[config.mk]
export PLATFORM = sky130hd
export DESIGN_NAME = normalize_sequencer
export DESIGN_NICKNAME = d
export VERILOG_FILES = /design/src/rtl/normalize_sequencer.sv
export SDC_FILE = /design/constraint.sdc
export NUM_CORES = 1
export LEC_CHECK = 0
export CORE_ASPECT_RATIO = 1.5
export CORE_MARGIN = 5
export CORE_UTILIZATION = 25
export DETAILED_ROUTE_END_ITERATION = 10
export HOLD_SLACK_MARGIN = 0.12
export SLEW_MARGIN = 15
export SYNTH_ARGS = -nofsm -noshare
export SYNTH_HDL_FRONTEND = slang
export SYNTH_SLANG_ARGS = --single-unit
[constraint.sdc]
create_clock -name clk -period 5.3 [get_ports clk]
set_input_delay 1.06 -clock clk [delete_from_list [all_inputs] [get_ports clk]]
set_output_delay 1.06 -clock clk [all_outputs]
set_load 0.05 [all_outputs]
[src/rtl/normalize_sequencer.sv]
// normalize_sequencer: multi-pass left-justification of a 49-bit mantissa.
// A single 31-bit-capped barrel shifter is reused across passes. The shift
// distance is limited so that the biased exponent never drops below 1, which
// makes tiny values come out as subnormals (exponent 0) instead of wrapping.

// Logarithmic left shifter: one mux stage per bit of the shift count.
module left_shifter #(
    parameter int W  = 49,
    parameter int SW = 5
) (
    input  logic [W-1:0]  i_data,
    input  logic [SW-1:0] i_shamt,
    output logic [W-1:0]  o_data
);
    logic [SW:0][W-1:0] w_stage;

    assign w_stage[0] = i_data;

    genvar gi;
    generate
        for (gi = 0; gi < SW; gi++) begin : g_stage
            assign w_stage[gi+1] = i_shamt[gi] ? (w_stage[gi] << (1 << gi)) : w_stage[gi];
        end
    endgenerate

    assign o_data = w_stage[SW];
endmodule

module normalize_sequencer #(
    parameter int EXP_W = 10
) (
    input  logic             clk,
    input  logic             reset_n,
    input  logic             in_valid,
    output logic             in_ready,
    input  logic [48:0]      in_mantissa,
    input  logic [EXP_W-1:0] in_exponent,
    output logic             out_valid,
    input  logic             out_ready,
    output logic [48:0]      out_mantissa,
    output logic [EXP_W-1:0] out_exponent,
    output logic [5:0]       out_shift
);
    // Working width for the exponent budget; at least wide enough to hold 48.
    localparam int CW = (EXP_W > 6) ? EXP_W : 6;

    typedef enum logic [1:0] {
        ST_IDLE  = 2'd0,
        ST_SHIFT = 2'd1,
        ST_DONE  = 2'd2
    } state_t;

    state_t           r_state;
    state_t           w_state_next;

    logic [48:0]      r_work_m;
    logic [48:0]      w_work_m_next;
    logic [EXP_W-1:0] r_work_e;
    logic [EXP_W-1:0] w_work_e_next;
    logic [5:0]       r_total;
    logic [5:0]       w_total_next;

    logic [48:0]      r_out_m;
    logic [48:0]      w_out_m_next;
    logic [EXP_W-1:0] r_out_e;
    logic [EXP_W-1:0] w_out_e_next;
    logic [5:0]       r_out_s;
    logic [5:0]       w_out_s_next;

    logic [5:0]       w_lz;
    logic [CW-1:0]    w_e_ext;
    logic [CW-1:0]    w_e_minus1;
    logic [5:0]       w_budget;
    logic [5:0]       w_step;
    logic [48:0]      w_shifted;

    // Leading-zero count of the working mantissa; 49 only for an all-zero
    // value, which never reaches the SHIFT state.
    always_comb begin
        w_lz = 6'd49;
        for (int i = 0; i < 49; i++) begin
            if (r_work_m[i]) begin
                w_lz = 6'(48 - i);
            end
        end
    end

    assign w_e_ext    = CW'(r_work_e);
    assign w_e_minus1 = w_e_ext - CW'(1);

    // Remaining exponent headroom: shifting further would push it below 1.
    always_comb begin
        if (w_e_ext == '0) begin
            w_budget = 6'd0;
        end else if (w_e_minus1 > CW'(48)) begin
            w_budget = 6'd48;
        end else begin
            w_budget = 6'(w_e_minus1);
        end
    end

    // Per-pass step: smallest of leading zeros, exponent headroom and 31.
    always_comb begin
        w_step = w_lz;
        if (w_budget < w_step) begin
            w_step = w_budget;
        end
        if (w_step > 6'd31) begin
            w_step = 6'd31;
        end
    end

    // The step never exceeds 31, so its low five bits are the full count.
    left_shifter #(
        .W  (49),
        .SW (5)
    ) u_shifter (
        .i_data  (r_work_m),
        .i_shamt (w_step[4:0]),
        .o_data  (w_shifted)
    );

    // Next-state and datapath decisions; everything holds by default.
    always_comb begin
        w_state_next  = r_state;
        w_work_m_next = r_work_m;
        w_work_e_next = r_work_e;
        w_total_next  = r_total;
        w_out_m_next  = r_out_m;
        w_out_e_next  = r_out_e;
        w_out_s_next  = r_out_s;

        case (r_state)
            ST_IDLE: begin
                if (in_valid) begin
                    w_work_m_next = in_mantissa;
                    w_work_e_next = in_exponent;
                    w_total_next  = 6'd0;
                    if (in_mantissa == 49'd0) begin
                        // Zero has nothing to justify: report it directly.
                        w_state_next = ST_DONE;
                        w_out_m_next = 49'd0;
                        w_out_e_next = '0;
                        w_out_s_next = 6'd0;
                    end else begin
                        w_state_next = ST_SHIFT;
                    end
                end
            end

            ST_SHIFT: begin
                if (w_step != 6'd0) begin
                    w_work_m_next = w_shifted;
                    w_work_e_next = r_work_e - EXP_W'(w_step);
                    w_total_next  = r_total + w_step;
                end else begin
                    // Either bit 48 is set or the exponent has bottomed out.
                    w_state_next = ST_DONE;
                    w_out_m_next = r_work_m;
                    w_out_s_next = r_total;
                    w_out_e_next = r_work_m[48] ? r_work_e : '0;
                end
            end

            ST_DONE: begin
                if (out_ready) begin
                    w_state_next = ST_IDLE;
                end
            end

            default: begin
                w_state_next = ST_IDLE;
            end
        endcase
    end

    // State register; reset abandons any operand in flight.
    always_ff @(posedge clk) begin
        if (!reset_n) begin
            r_state <= ST_IDLE;
        end else begin
            r_state <= w_state_next;
        end
    end

    // Working and output registers.
    always_ff @(posedge clk) begin
        if (!reset_n) begin
            r_work_m <= 49'd0;
            r_work_e <= '0;
            r_total  <= 6'd0;
            r_out_m  <= 49'd0;
            r_out_e  <= '0;
            r_out_s  <= 6'd0;
        end else begin
            r_work_m <= w_work_m_next;
            r_work_e <= w_work_e_next;
            r_total  <= w_total_next;
            r_out_m  <= w_out_m_next;
            r_out_e  <= w_out_e_next;
            r_out_s  <= w_out_s_next;
        end
    end

    assign in_ready     = (r_state == ST_IDLE);
    assign out_valid    = (r_state == ST_DONE);
    assign out_mantissa = r_out_m;
    assign out_exponent = r_out_e;
    assign out_shift    = r_out_s;
endmodule
==> reports/results.txt, run 1 <==
Routed WL -> 50,910 um
CP Launch Type -> register
warning count from the yosys run -> 0
GP Congestion -> 1.052
core area -> 0.04110 sq mm
CP Data Required Time -> 5.64 ns
synthesized area per cell -> 7.705 sq um
Fin. Hold Viols -> 0
Initial Util -> 25.21%
critical path peak fanout -> 35
detailed-routed wire length on met2 -> 24,940 um
Worst slew margin -> 31.90%
Slowest-stage cell, CP -> o311ai_1
ANT cells -> 0
clk slew on worst S/H paths -> 0.06 ns
ys flop type -> dfxtp_1
worst min path class -> register to register
Final setup violation count -> 0
Worst Hold Path Cells -> 2
share of the synthesized area in the top cell type -> 25.50%
Clock Tree Root -> clkbuf_16
drt pass-1 iters -> 5
Non-Filler Instances -> 2,189
Post-Place Cells -> 2,144
Netlist cell types -> 94
met3 wire len -> 3171 um
cell count after synthesis -> 1,345
Sum Neg Setup Slack -> 0 ns
cell taking the most area after synthesis -> dfxtp_1
worst skew pair latency -> 0.46 ns
Post-synth EDFFs -> 0
total track usage -> 21.53%
final net count -> 1,702
max cap viols -> 0
FF+latch count, synth -> 132
post-route ant nets -> 0
fmax -> 192.8 MHz
outcome -> finished clean
actual slew at the worst max-slew pin -> 1.012 ns
Synth-to-Final Area Change -> 41.80%
WS Path Type -> register to register
CP max stage delay -> 0.43 ns
post-layout util -> 35.75%
crit share post-route -> 97.84%
worst-case reg-to-reg path depth -> 23
synthesized area -> 0.01036 sq mm
starting DRC count in detailed routing -> 1,154
vias in the first global route -> 11,949
Die X -> 176.2 um
Synthesized Nets -> 1,428
Slew Viols, Final -> 0
clock sink count -> 132
post-synthesis sequential area ratio -> 25.50%
IO buf count -> 129
Remaining Overflow, GRT -> 0
DR vias -> 12,149
# H-tree levels -> 4
vias per cell -> 5.550
crit path cell chain -> buf_4, nor2_1, o311ai_1, a31o_2, a31oi_1, buf_4, nor2_1, inv_1, ha_1, inv_1, o221ai_4, buf_6, a31o_2, nor2_2, o21a_2, buf_6, mux2_2, o21ai_1, buf_4, mux2i_1, o211ai_1, buf_4, a31oi_1
largest net degree at the start of global routing -> 92
skew final -> 0.009187 ns
async set-or-reset flop fraction in the synthesized netlist -> 0%
fill count -> 4,274
global-route wire length before repair -> 74,980 um
routed length per instance -> 23.26 um
CTS buffer count -> 17
ranking of synthesized cells by area -> dfxtp_1, mux2i_1, nand2_1
# DRC -> 0
Chip Height -> 259.4 um
initial antenna violation count -> 0
critical path depth in cells -> 23
most numerous cell in the Yosys netlist -> nand2_1
crit-path leading delay family -> compound AO/OA/AOI/OAI gates
Crit path top cell by count -> buf_4
Ports -> 130
crit path capture type -> register
CTS tree -> built
WP buf/inv -> 8
Synth top cells by count -> nand2_1, dfxtp_1, nand3_1
Clock Tree Buf Depth -> 2
dpl hpwl -> 39,250 um
crit path DAT -> 5.53 ns
Met1 Wirelength -> 18,500 um
die area -> 0.04571 sq mm
top sig layer -> met4
ratio of cells with drive above 1 in the final layout -> 24.83%
num rows -> 91
min Tclk post-route -> 5.185 ns
worst reg2reg max path: stages, from the launching register on:
cell and delay [ns]:
dfxtp_1 0.38, buf_4 0.18, nor2_1 0.05, o311ai_1 0.43
a31o_2 0.31, a31oi_1 0.21, buf_4 0.22, nor2_1 0.14
inv_1 0.06, ha_1 0.23, inv_1 0.11, o221ai_4 0.14
buf_6 0.15, a31o_2 0.22, nor2_2 0.13, o21a_2 0.19
buf_6 0.36, mux2_2 0.47, o21ai_1 0.20, buf_4 0.15
mux2i_1 0.10, o211ai_1 0.39, buf_4 0.18, a31oi_1 0.08
sequential cells by signal, summed over array words and instances (netlist names):
signal / count
out_exponent: 10
r_work_e: 10
r_work_m: 49
out_mantissa: 49
r_total: 6
r_state: 2
out_shift: 6
layer usage:
metal,vias up,track usage [%]
li1,5586,-
met1,5803,23.51
met2,567,36.77
met3,193,3.890
met4,0,16.34
met5,-,0
stage by stage:
step	setup slack (ns)	hold WS, ns	cell area (sq um)
after detailed placement	-0.06822	0.4423	13780
after global placement	-0.01216	0.4394	13780
after floorplan	0.01561	0.4483	10440
after global routing	-0.04824	0.4643	14700
final	0.1145	0.4457	14700
after CTS	0.01171	0.4494	14450
path summary, 6_finish.rpt:
path / startpoint / endpoint / slack [ns]
setup reg to reg: r_work_m[2]$_SDFFE_PN0P_ / r_work_m[36]$_SDFFE_PN0P_ / 0.11
hold reg to reg: out_mantissa[40]$_SDFFE_PN0P_ / out_mantissa[40]$_SDFFE_PN0P_ / 0.45
setup / recovery: r_work_m[2]$_SDFFE_PN0P_ / r_work_m[36]$_SDFFE_PN0P_ / 0.11
hold / removal: out_mantissa[40]$_SDFFE_PN0P_ / out_mantissa[40]$_SDFFE_PN0P_ / 0.45
placed cells by master (no fill, tap or decap), types with 8 or more instances in the layout:
master	count
a22oi_1	15
o21ai_0	91
o211a_1	12
nand2_1	144
a21oi_1	43
nand3_1	100
nor2b_1	25
o21a_1	8
ha_1	14
mux2i_1	69
clkbuf_16	18
o211ai_1	56
clkdlybuf4s50_1	128
a221oi_1	16
nor3_1	20
inv_1	26
a21o_1	9
o21ai_1	12
dfxtp_1	130
buf_4	253
o221ai_1	13
nor4_1	25
a21boi_1	58
a31oi_1	31
nor2_1	58
buf_12	12
mux2_2	26
logic make-up after synthesis:
logic type | count (synthesis) | share of synthesized area, %
AO/OA/AOI/OAI | 473 | 32.65
adder cells (fa/ha/maj) | 20 | 2.560
AND/OR/NAND/NOR | 437 | 20.29
other | 1 | 0.03618
flip-flops | 132 | 25.50
multiplexers | 101 | 10.41
XOR/XNOR | 8 | 0.6761
buffers and inverters | 173 | 7.884
what timing repair did:
action                                  CTS  global route
endpoints found under the setup margin   11           109
gates resized for setup                   4            35
hold buffers                              0             0
setup buffers                             0            14
pin swaps                                 3            19
layout make-up:
cell class / count / area [sq um] / area share, %
Timing Repair Buffer: 395 / 3443 / 23.43
Clock buffer: 20 / 478.0 / 3.252
Clock inverter: 11 / 173.9 / 1.183
Sequential cell: 132 / 2650 / 18.03
Inverter: 33 / 131.4 / 0.8940
Tap cell: 558 / 698.2 / 4.751
Multi-Input combinational cell: 1040 / 7121 / 48.45
Power of run 1 is left out: the tool's default activity adds up to more than one toggle a clock period on the data nets, which glitch-free logic cannot reach.
==> run 2: changes to the inputs <==
--- a/config.mk
+++ b/config.mk
@@ -9,6 +9,7 @@
 export CORE_MARGIN = 5
 export CORE_UTILIZATION = 25
 export DETAILED_ROUTE_END_ITERATION = 10
+export GPL_TIMING_DRIVEN = 0
 export HOLD_SLACK_MARGIN = 0.12
 export SLEW_MARGIN = 15
 export SYNTH_ARGS = -nofsm -noshare
==> reports/results.txt, run 2 (synthesis gave the netlist of run 1 again) <==
global-route wire length before repair -> 87,150 um (was 74,980 um)
die area -> 0.04571 sq mm (unchanged)
# H-tree levels -> 4 (unchanged)
fin worst setup slack -> -0.2725 ns (was 0.1145 ns)
Clock Tree Root -> clkbuf_16 (unchanged)
vias in the first global route -> 12,428 (was 11,949)
most frequent cells in the layout -> nand2_1, clkdlybuf4s50_1, dfxtp_1 (was buf_4, nand2_1, dfxtp_1)
CTS buffer count -> 17 (unchanged)
final net count -> 1,635 (was 1,702)
Synth-to-Final Area Change -> 39.10% (was 41.80%)
dpl hpwl -> 47,120 um (was 39,250 um)
Post-Place Cells -> 2,031 (was 2,144)
Ports -> 130 (unchanged)
DR vias -> 12,527 (was 12,149)
crit path capture type -> register (unchanged)
end of the worst register-to-register path -> r_work_e[8]$_SDFFE_PN0P_ (was r_work_m[36]$_SDFFE_PN0P_)
beginning of the worst register-to-register path -> r_work_m[16]$_SDFFE_PN0P_ (was r_work_m[2]$_SDFFE_PN0P_)
CP Data Required Time -> 5.66 ns (was 5.64 ns)
crit path capture -> r_work_e[8]$_SDFFE_PN0P_ (was r_work_m[36]$_SDFFE_PN0P_)
drt pass-1 iters -> 6 (was 5)
min Tclk post-route -> 5.573 ns (was 5.185 ns)
failing checks -> setup timing
Routed WL -> 61,730 um (was 50,910 um)
Die X -> 176.2 um (unchanged)
worst skew pair latency -> 0.47 ns (was 0.46 ns)
Worst slew margin -> 21.06% (was 31.90%)
crit path DAT -> 5.93 ns (was 5.53 ns)
vias per cell -> 5.901 (was 5.550)
fmax -> 179.5 MHz (was 192.8 MHz)
actual slew at the worst max-slew pin -> 1.173 ns (was 1.012 ns)
IO buf count -> 128 (was 129)
core area -> 0.04110 sq mm (unchanged)
Non-Filler Instances -> 2,123 (was 2,189)
Slew Viols, Final -> 0 (unchanged)
HP Start -> out_mantissa[25]$_SDFFE_PN0P_ (was out_mantissa[40]$_SDFFE_PN0P_)
max cap viols -> 0 (unchanged)
num rows -> 91 (unchanged)
clk slew on worst S/H paths -> 0.06 ns (about the same)
routed length per instance -> 29.08 um (was 23.26 um)
Chip Height -> 259.4 um (unchanged)
Clock Tree Buf Depth -> 2 (unchanged)
WS Path Type -> register to register (unchanged)
critical path peak fanout -> 9 (was 35)
Remaining Overflow, GRT -> 0 (unchanged)
ANT cells -> 0 (unchanged)
CP Launch Type -> register (unchanged)
R2R Setup Slk -> -0.27 ns (was 0.11 ns)
total track usage -> 26.12% (was 21.53%)
outcome -> finished, violations left (was finished clean)
# DRC -> 0 (unchanged)
clock sink count -> 132 (unchanged)
post-cts hold buffer count -> 0 (unchanged)
worst setup path start -> r_work_m[16]$_SDFFE_PN0P_ (was r_work_m[2]$_SDFFE_PN0P_)
GR Util met2 -> 44.55% (was 36.77%)
Final setup violation count -> 11 (was 0)
post-route ant nets -> 0 (unchanged)
crit share post-route -> 105.1% (was 97.84%)
Initial Util -> 25.21% (unchanged)
initial antenna violation count -> 0 (unchanged)
GR Util met3 -> 4.196% (was 3.890%)
starting DRC count in detailed routing -> 1,008 (was 1,154)
CTS tree -> built (unchanged)
skew final -> 0.01203 ns (was 0.009187 ns)
fill count -> 4,343 (was 4,274)
GP Congestion -> 0.9829 (was 1.052)
most common cell after layout, fill and taps aside -> nand2_1 (was buf_4)
Fin. Hold Viols -> 0 (unchanged)
worst min path class -> register to register (unchanged)
ratio of cells with drive above 1 in the final layout -> 21.60% (was 24.83%)
met1 Use GR -> 28.15% (was 23.51%)
largest net degree at the start of global routing -> 17 (was 92)
Sum Neg Setup Slack -> -1.284 ns (was 0 ns)
GR peak layer -> met2 (unchanged)
unrepaired setup endpoints after global routing -> true
worst-case reg-to-reg path depth -> 27 (was 23)
==> run 2: how the worst min path moves through the flow <==
stage                               endpoint  slack, ns  depth (start not counted)
4_1_cts        out_mantissa[45]$_SDFFE_PN0P_       0.45                          2
6_report       out_mantissa[25]$_SDFFE_PN0P_       0.45                          2
3_5_place_dp   out_mantissa[45]$_SDFFE_PN0P_       0.44                          2
2_1_floorplan        r_total[0]$_SDFFE_PN0P_       0.45                          2
5_1_grt        out_mantissa[44]$_SDFFE_PN0P_       0.47                          2
3_3_place_gp   out_mantissa[25]$_SDFFE_PN0P_       0.44                          2
==> run 2: worst max-delay path, cell delays in order, from the launching register on <==
cell        delay [ns]
dfxtp_1           0.45
or4_4             0.51
a211oi_4          0.37
o211ai_1          0.19
a31oi_2           0.27
inv_2             0.07
ha_4              0.29
nand4_1           0.14
o221ai_4          0.30
nand3_2           0.15
o21a_1            0.16
a31o_4            0.22
o21a_1            0.12
buf_6             0.14
buf_12            0.13
clkinvlp_4        0.16
ha_4              0.17
inv_2             0.04
fa_2              0.35
nand2_2           0.07
nand2_2           0.06
a21oi_2           0.16
nor2b_1           0.07
o21ai_1           0.12
nand2b_1          0.12
nor3_2            0.18
a31oi_1           0.12
o221a_2           0.31
==> run 2: layout make-up <==
type	instances	area, sq um	area share, %
Multi-Input combinational cell	1040	7559	52.43
Sequential cell	132	2671	18.53
Timing Repair Buffer	202	1889	13.11
Buffer	126	839.6	5.824
Tap cell	558	698.2	4.843
Clock buffer	20	457.9	3.177
Clock inverter	12	153.9	1.068
Inverter	33	147.6	1.024
==> run 2: routing by layer <==
| metal | routed length [um] | part of all wire, % | vias to the layer above |
|---|---|---|---|
| met4 | 6155 | 10 | 0 |
| met1 | 22040 | 36 | 6027 |
| met3 | 3826 | 6.2 | 267 |
| li1 | - | - | 5494 |
| met5 | 0 | 0 | - |
| met2 | 29710 | 48 | 739 |
==> run 2: timing repair <==
| action | in CTS | in global routing |
|---|---|---|
| gates resized for setup | 134 | 90 |
| setup buffers | 42 | 36 |
| cloned | 0 | 0 |
| endpoints found under the setup margin | 132 | 127 |
| pin swaps | 37 | 41 |
==> run 2: metrics by stage <==
stage | setup slack [ns] | hold slack [ns] | instance area (sq um) | utilization [%]
2_1_floorplan | 0.01561 | 0.4483 | 10440 | -
3_3_place_gp | -2.334 | 0.4404 | 12420 | 30.21
3_5_place_dp | -2.292 | 0.4437 | 12420 | 30.21
4_1_cts | -0.1245 | 0.4523 | 13880 | 33.76
5_1_grt | -0.3428 | 0.4694 | 14420 | 35.07
6_report | -0.2725 | 0.4489 | 14420 | 35.07
Power of run 2 is left out for the same reason.
